## config.mk

```make
export PLATFORM = sky130hd
export DESIGN_NAME = lsu_mem_stage
export DESIGN_NICKNAME = d
export VERILOG_FILES = /design/src/rtl/lsu_pkg.sv /design/src/rtl/lsu_load_align.sv /design/src/rtl/lsu_mem_stage.sv
export SDC_FILE = /design/constraint.sdc
export NUM_CORES = 1
export LEC_CHECK = 0
export CORE_AREA = 8 8 124 126
export CTS_CLUSTER_SIZE = 28
export DETAILED_ROUTE_END_ITERATION = 10
export DIE_AREA = 0 0 132 134
export PLACE_DENSITY = 0.79
export SYNTH_ARGS = -nofsm -noshare
export SYNTH_HDL_FRONTEND = slang
export SYNTH_HIERARCHICAL = 1
export SYNTH_SLANG_ARGS = --single-unit
```

## constraint.sdc

```tcl
create_clock -name clk -period 1.61 [get_ports clk]
set_input_delay 0.322 -clock clk [delete_from_list [all_inputs] [get_ports clk]]
set_output_delay 0.322 -clock clk [all_outputs]
set_load 0.005 [all_outputs]
```

## src/rtl/lsu_pkg.sv

```systemverilog
// Shared types for the load/store memory stage: access sizes, FSM states and
// the word-offset width used to split an effective address.
package lsu_pkg;

  localparam int WORD_OFF_W = 2;

  typedef enum logic [1:0] {
    SZ_BYTE = 2'b00,
    SZ_HALF = 2'b01,
    SZ_WORD = 2'b10,
    SZ_ILL  = 2'b11
  } lsu_size_e;

  typedef enum logic [1:0] {
    IDLE   = 2'b00,
    ACCESS = 2'b01,
    RESP   = 2'b10
  } lsu_state_e;

endpackage

```

## src/rtl/lsu_load_align.sv

```systemverilog
// Picks the addressed byte/half lane out of a memory read word and extends it
// to a full register value; words pass straight through.
module lsu_load_align
  import lsu_pkg::*;
(
  input  logic [31:0]           rdata,
  input  logic [WORD_OFF_W-1:0] offset,
  input  lsu_size_e             size,
  input  logic                  is_unsigned,
  output logic [31:0]           ext_data
);

  logic [7:0]  byte_lane;
  logic [15:0] half_lane;

  always_comb begin
    byte_lane = rdata[{offset, 3'b000} +: 8];
    half_lane = offset[1] ? rdata[31:16] : rdata[15:0];
    ext_data  = '0;
    case (size)
      SZ_BYTE: ext_data = {{24{byte_lane[7] & ~is_unsigned}}, byte_lane};
      SZ_HALF: ext_data = {{16{half_lane[15] & ~is_unsigned}}, half_lane};
      SZ_WORD: ext_data = rdata;
      default: ext_data = '0;
    endcase
  end

endmodule

```

## src/rtl/lsu_mem_stage.sv

```systemverilog
// Load/store memory stage: takes one access from the pipeline, issues a single
// word-aligned memory request, and returns extended load data or completion.
module lsu_mem_stage
  import lsu_pkg::*;
#(
  parameter int ADDR_WIDTH = 32,
  parameter int DATA_WIDTH = 32
) (
  input  logic                  clk,
  input  logic                  rst_n,
  input  logic                  req_valid,
  output logic                  req_ready,
  input  logic                  req_we,
  input  logic [1:0]            req_size,
  input  logic                  req_unsigned,
  input  logic [ADDR_WIDTH-1:0] req_addr,
  input  logic [DATA_WIDTH-1:0] req_wdata,
  output logic                  resp_valid,
  output logic [DATA_WIDTH-1:0] resp_rdata,
  output logic                  resp_err,
  output logic                  stall,
  output logic                  mem_req,
  output logic                  mem_we,
  output logic [ADDR_WIDTH-1:0] mem_addr,
  output logic [3:0]            mem_be,
  output logic [DATA_WIDTH-1:0] mem_wdata,
  input  logic                  mem_ack,
  input  logic [DATA_WIDTH-1:0] mem_rdata
);

  if (DATA_WIDTH != 32) begin : g_bad_width
    $error("lsu_mem_stage supports DATA_WIDTH = 32 only");
  end

  // Handshakes: a request is taken on a rising edge where req_valid && req_ready;
  // mem_req and every mem_* output then stay constant up to and including the
  // edge where mem_ack is sampled high. resp_valid is a single-cycle pulse.

  lsu_state_e            state_q, state_d;
  logic                  we_q, we_d;
  lsu_size_e             size_q, size_d;
  logic                  uns_q, uns_d;
  logic [WORD_OFF_W-1:0] off_q, off_d;
  logic [ADDR_WIDTH-1:0] addr_q, addr_d;
  logic [3:0]            be_q, be_d;
  logic [DATA_WIDTH-1:0] wdata_q, wdata_d;
  logic [DATA_WIDTH-1:0] rdata_q, rdata_d;
  logic                  err_q, err_d;

  lsu_size_e             req_size_e;
  logic [3:0]            be_calc;
  logic [DATA_WIDTH-1:0] wdata_lanes;
  logic [DATA_WIDTH-1:0] load_ext;
  logic                  misaligned;

  assign req_size_e = lsu_size_e'(req_size);

  always_comb begin
    be_calc     = 4'b0000;
    wdata_lanes = req_wdata;
    misaligned  = 1'b0;
    case (req_size_e)
      SZ_BYTE: begin
        be_calc     = 4'b0001 << req_addr[1:0];
        wdata_lanes = {4{req_wdata[7:0]}};
      end
      SZ_HALF: begin
        be_calc     = 4'b0011 << {req_addr[1], 1'b0};
        wdata_lanes = {2{req_wdata[15:0]}};
        misaligned  = req_addr[0];
      end
      SZ_WORD: begin
        be_calc    = 4'b1111;
        misaligned = |req_addr[1:0];
      end
      default: misaligned = 1'b1;
    endcase
  end

  lsu_load_align u_load_align (
    .rdata       (mem_rdata),
    .offset      (off_q),
    .size        (size_q),
    .is_unsigned (uns_q),
    .ext_data    (load_ext)
  );

  always_comb begin
    state_d = state_q;
    we_d    = we_q;
    size_d  = size_q;
    uns_d   = uns_q;
    off_d   = off_q;
    addr_d  = addr_q;
    be_d    = be_q;
    wdata_d = wdata_q;
    rdata_d = rdata_q;
    err_d   = err_q;
    case (state_q)
      IDLE: begin
        if (req_valid) begin
          we_d    = req_we;
          size_d  = req_size_e;
          uns_d   = req_unsigned;
          off_d   = req_addr[WORD_OFF_W-1:0];
          addr_d  = {req_addr[ADDR_WIDTH-1:WORD_OFF_W], {WORD_OFF_W{1'b0}}};
          be_d    = be_calc;
          wdata_d = wdata_lanes;
          rdata_d = '0;
          err_d   = misaligned;
          state_d = misaligned ? RESP : ACCESS;
        end
      end
      ACCESS: begin
        if (mem_ack) begin
          rdata_d = we_q ? '0 : load_ext;
          state_d = RESP;
        end
      end
      RESP:    state_d = IDLE;
      default: state_d = IDLE;
    endcase
  end

  always_ff @(posedge clk) begin
    if (!rst_n) begin
      state_q <= IDLE;
      we_q    <= 1'b0;
      size_q  <= SZ_BYTE;
      uns_q   <= 1'b0;
      off_q   <= '0;
      addr_q  <= '0;
      be_q    <= 4'b0000;
      wdata_q <= '0;
      rdata_q <= '0;
      err_q   <= 1'b0;
    end else begin
      state_q <= state_d;
      we_q    <= we_d;
      size_q  <= size_d;
      uns_q   <= uns_d;
      off_q   <= off_d;
      addr_q  <= addr_d;
      be_q    <= be_d;
      wdata_q <= wdata_d;
      rdata_q <= rdata_d;
      err_q   <= err_d;
    end
  end

  // Memory outputs are forced to zero outside ACCESS so idle/reset values are clean.
  assign req_ready  = (state_q == IDLE);
  assign stall      = req_valid & ~req_ready;
  assign mem_req    = (state_q == ACCESS);
  assign mem_we     = mem_req & we_q;
  assign mem_addr   = mem_req ? addr_q : '0;
  assign mem_be     = mem_req ? be_q : 4'b0000;
  assign mem_wdata  = mem_req ? wdata_q : '0;
  assign resp_valid = (state_q == RESP);
  assign resp_rdata = resp_valid ? rdata_q : '0;
  assign resp_err   = resp_valid & err_q;

endmodule
```

Word-level counts from Yosys, hierarchy flattened
Index checks and enable logic that the tools add are counted.
{"block": "word_totals", "regBits": 107, "latchBits": 0, "ramBits": 0, "rom_bits": 0, "input_bits": 104, "wordCells": 53, "n_memories": 0}
{"block": "classes", "add_sub_neg": 0, "mul": 0, "div_mod_pow": 0, "magnitude_cmp": 0, "eq_ne": 8, "n_shift": 3, "muxes": 17, "bitwise": 7, "reduce_logical": 8}
{"cell": "$mux W32", "count": 6}
{"cell": "$pmux W32 S2", "count": 2}
{"cell": "$pmux W32 S3", "count": 1}
{"cell": "$shiftx A32 B6 Y8", "count": 1}
{"cell": "$mux W16", "count": 1}
{"cell": "$pmux W4 S3", "count": 1}
{"cell": "$eq A2 B1 Y1 const B", "count": 3}
{"cell": "$eq A2 B2 Y1 const B", "count": 3}
{"cell": "$logic_not A2 Y1", "count": 3}
{"cell": "$mux W2", "count": 3}
{"cell": "$and A1 B1 Y1", "count": 5}
{"cell": "$mux W4", "count": 1}
{"cell": "$pmux W2 S2", "count": 1}
{"cell": "$reduce_and A2 Y1", "count": 2}
{"cell": "$shl A1 B2 Y4 const A", "count": 1}
{"cell": "$shl A2 B2 Y4 const A", "count": 1}
{"cell": "$pmux W1 S3", "count": 1}
{"cell": "$reduce_and A3 Y1", "count": 1}
{"cell": "$ne A2 B1 Y1 const B", "count": 1}
{"cell": "$ne A2 B2 Y1 const B", "count": 1}
{"cell": "$not A1 Y1", "count": 2}
{"cell": "$reduce_bool A2 Y1", "count": 1}
{"cell": "$reduce_or A2 Y1", "count": 1}

Depth between registers and ports, before layout
{"block": "depth", "depth_word": 6, "ltp_mapped": 8}

By module
Netlist, hierarchy kept.
{"module": "lsu_mem_stage", "instances": 1, "cells_each": 605, "area_per_inst_um2": 5002.3, "seq_area_each_um2": 2142.1}
{"module": "lsu_load_align", "instances": 1, "cells_each": 120, "area_per_inst_um2": 867.1, "seq_area_each_um2": 0.0}

Least setup slack after synthesis
No wires, ideal clock.
{"block": "synth_timing", "path_kind": "register to output", "startpoint": "reg state_q[1]", "endpoint": "out mem_wdata[12]", "arrival_ps": 1133, "required_time_ps": 1288, "setup_slack_ps": 155, "stages_incl_launch_ff": 5, "n_path_buf": 2, "cell_sequence": "dfxtp_1 and2b_1 buf_2 clkbuf_2 and2_1"}
{"block": "synth_via", "elab_chain_cells": 2}
{"item": "start, declared", "line_no": "lsu_mem_stage.sv:39", "source": "lsu_state_e state_q, state_d;"}
{"item": "start signal, assigned", "line_no": "lsu_mem_stage.sv:138", "source": "state_q <= state_d;"}
{"item": "$eq A2 B1 Y1", "line_no": "lsu_mem_stage.sv:154", "source": "assign mem_req = (state_q == ACCESS);"}
{"item": "$mux W32", "line_no": "lsu_mem_stage.sv:158", "source": "assign mem_wdata = mem_req ? wdata_q : '0;"}
{"item": "end, declared", "line_no": "lsu_mem_stage.sv:26", "source": "output logic [DATA_WIDTH-1:0] mem_wdata,"}
No other way between the ends.

Worst setup path in the final report
{"block": "layout_timing", "startpoint": "reg state_q[1]", "endpoint": "out resp_err"}
{"block": "layout_via", "elab_chain_cells": 2}
{"item": "$eq A2 B2 Y1", "line_no": "lsu_mem_stage.sv:159", "source": "assign resp_valid = (state_q == RESP);"}
{"item": "$and A1 B1 Y1", "line_no": "lsu_mem_stage.sv:161", "source": "assign resp_err = resp_valid & err_q;"}
{"item": "end, declared", "line_no": "lsu_mem_stage.sv:20", "source": "output logic resp_err,"}
No other way between the ends.

==> impl_metrics.ini <==
[hold_path]
hp-start = addr_q[2]$_SDFFE_PN0P_
min_path_type = reg2reg

[timing]
fin_skew_ns = 0.00762
slew_viol_final = 0
period_share_pct = 121
fmax_ghz = 0.512
relSlewSlack_pct = 54.4
setup_violations = 102
post-route-min-period_ns = 1.95
rsz0062_at_grt = yes
worstMarginPinSlew_ns = 0.682
hold_viol = 0
setup_ws_ns = -0.343
finalSetupTns_ns = -23.34

[route]
first_pass_iters = 6
wl_per_cell_um = 18.0
drt_iter0_drc = 448
drt.antenna.violating_nets = 0
viasPerCell = 5.32
num_vias = 6102
wl_um = 20600
drc = 0

[power_and_ir_drop]
p_int_w = 0.00523
leakage_nw = 4.01
ir_drop_v = 0.000722
p_comb_share_pct = 25.2
switchingPower_w = 0.00188
pwr-share-seq_pct = 40.9
totalPowerFinal_w = 0.00711
power_density_nw_per_um2 = 753
clock_power_share_pct = 33.8
netSwitchingFraction_pct = 26.5

[floorplan]
core-area_um2 = 13500
die-area_um2 = 17700
die-height_um = 134
ios = 210
rows = 43
initial_core_util_pct = 43.5
fp.dieW_um = 132

[critical_path]
rr_startpoint = state_q[1]$_SDFFE_PN0P_
crit_start = state_q[1]$_SDFFE_PN0P_
end_kind = output pin
crit_path_max_incr_delay_ns = 0.34
cp_slowest_cell = dfxtp_2
required_ns = 1.29
crit_chain = buf_6 > and2b_2 > buf_8 > buf_6 > buf_6 > and2_4 > buf_6
critPathKind = reg2out
cp_max_fo = 7
crit_top_cell = buf_6
startpoint_type = flop
worstPathArrival_ns = 1.63

[run_status]
outcome = finished with violations
violations = setup timing

[synth]
seq_area_frac_synth_pct = 36.5
synth_largest_area_cell = dfxtp_1
synthTopCellsByArea = dfxtp_1 (36%), nand2_1 (11%), and2_1 (11%), mux2i_1 (7.3%), a21boi_0 (4.7%)
synthTopCellsByCount = nand2_1 (168), dfxtp_1 (107), and2_1 (100), mux2i_1 (43)
synth_edf_count = 0
yosysWarnings = 6
postSynthAreaPerCell_um2 = 8.10
netlist_area_um2 = 5870
synthDistinctLibCells = 38
synth_flop_cell = dfxtp_1
async_reset_ff_share_pct = 0
synth_most_common_cell = nand2_1
synth_seq_cells = 107
netlist.area_leader.share_pct = 36.5
synthCells = 725

[clocking]
cts_tree = yes
ctsHoldBuffers = 0
clockBufferDepth = 2
cts-buffers-inserted = 9
clock-sinks = 107
cts_htree_levels = 3
clock_latency_ns = 0.35
path_clk_slew_ns = 0.07
root_buffer = clkbuf_16

[cells_and_area]
nets = 1067
drive_gt1_share_pct = 33.4
stdcell_area_um2 = 9450
n_antenna_cell = 0
area_growth_pct = 61.0
finalNonFillerCells = 1146

[global_route]
grt_pass1_wl_um = 31200
antenna_found_initial = 0
grt_pass1_vias = 5816
grt_overflow_total = 0
grt_max_degree = 51
grtUsageTotal_pct = 21.8

[placed_design]
dp_hpwl_um = 13500
gp_congestion = 0.871
place_area_um2 = 8390
placed_cells = 1101
port_buffers = 207

[run]
cap_violations = 0
-- worst max-delay path: cells and delay by family, from the launching register on --
| family | cells | cell delay, ns |
|---|---|---|
| buf+inv | 5 | 0.60 |
| flops | 1 | 0.34 |
| simple gates | 2 | 0.34 |
-- layer usage --
layer	routed length, µm	track usage, %	share of wire, %	vias up
li1	-	-	-	2933
met1	8550	26.6	42	2872
met2	9790	35.5	48	267
met3	1810	7.18	8.8	30
met4	435	7.47	2.1	0
met5	0	0	0	-
-- sequential cells by signal (all words and copies together) (netlist names) --
| register | cells |
|---|---|
| wdata_q | 32 |
| state_q | 2 |
| off_q | 2 |
| uns_q | 1 |
| be_q | 4 |
| we_q | 1 |
| rdata_q | 32 |
| err_q | 1 |
| addr_q | 30 |
| size_q | 2 |
-- cell usage in the layout (no fill, tap or decap), drive strengths merged, types with 7 or more instances in the layout --
| master | instances |
|---|---|
| buf | 186 |
| a21boi | 44 |
| nor2 | 7 |
| a21oi | 31 |
| clkdlybuf4s50 | 102 |
| and2 | 100 |
| a22oi | 38 |
| o21ai | 56 |
| nor2b | 12 |
| nand2 | 168 |
| mux2i | 43 |
| o211a | 9 |
| mux2 | 11 |
| dfxtp | 107 |
| clkbuf | 17 |
-- stage by stage --
| stage | setup slack (ns) | hold WS (ns) | utilization [%] |
|---|---|---|---|
| floorplan | 0.155 | 0.430 | - |
| global placement | -0.241 | 0.437 | 62.1 |
| detailed placement | -0.252 | 0.441 | 62.1 |
| CTS | -0.345 | 0.451 | 67.8 |
| global route | -0.377 | 0.470 | 70.0 |
| finish | -0.343 | 0.453 | 70.0 |
-- kinds of logic after synthesis --
logic type,count (synthesis),synth area share [%]
buffers and inverters,68,6.82
muxes,54,9.51
AOI/OAI and AO/OA,186,20.8
other,1,0.0639
and+or+nand+nor,309,26.3
DFF,107,36.5
-- power groups by stage --
| stage | registers, W | clock network, W | logic, W |
|---|---|---|---|
| after floorplan | 0.00293 | 0 | 0.000843 |
| after global placement | 0.00294 | 0 | 0.00151 |
| after detailed placement | 0.00295 | 0 | 0.00153 |
| after CTS | 0.00290 | 0.00246 | 0.00174 |
| after global routing | 0.00293 | 0.00257 | 0.00192 |
| final | 0.00291 | 0.00241 | 0.00179 |
-- worst paths after layout --
path | to | slack [ns] | depth (start not counted)
hold / removal | addr_q[2]$_SDFFE_PN0P_ | 0.45 | 2
hold reg to reg | addr_q[2]$_SDFFE_PN0P_ | 0.45 | 2
setup / recovery | resp_err | -0.34 | 7
setup reg to reg | wdata_q[26]$_SDFFE_PN0P_ | 0.02 | 5
-- area by class of cell --
cell class / instances / area (µm²)
clock buffer: 12 / 256
clock inverter: 2 / 60.1
fill: 1032 / 4050
inverter: 1 / 3.75
multi-input combinational: 551 / 3580
sequential: 107 / 2150
tap: 180 / 225
timing repair buffer: 293 / 3180
-- repair_timing --
action | 4_1_cts | 5_1_grt
pin swaps | 43 | 30
setup endpoints to repair | 104 | 126
gates resized for setup | 539 | 112
setup buffers | 17 | 9
gates cloned | 11 | 1
Power figures use the tool's default switching activity.
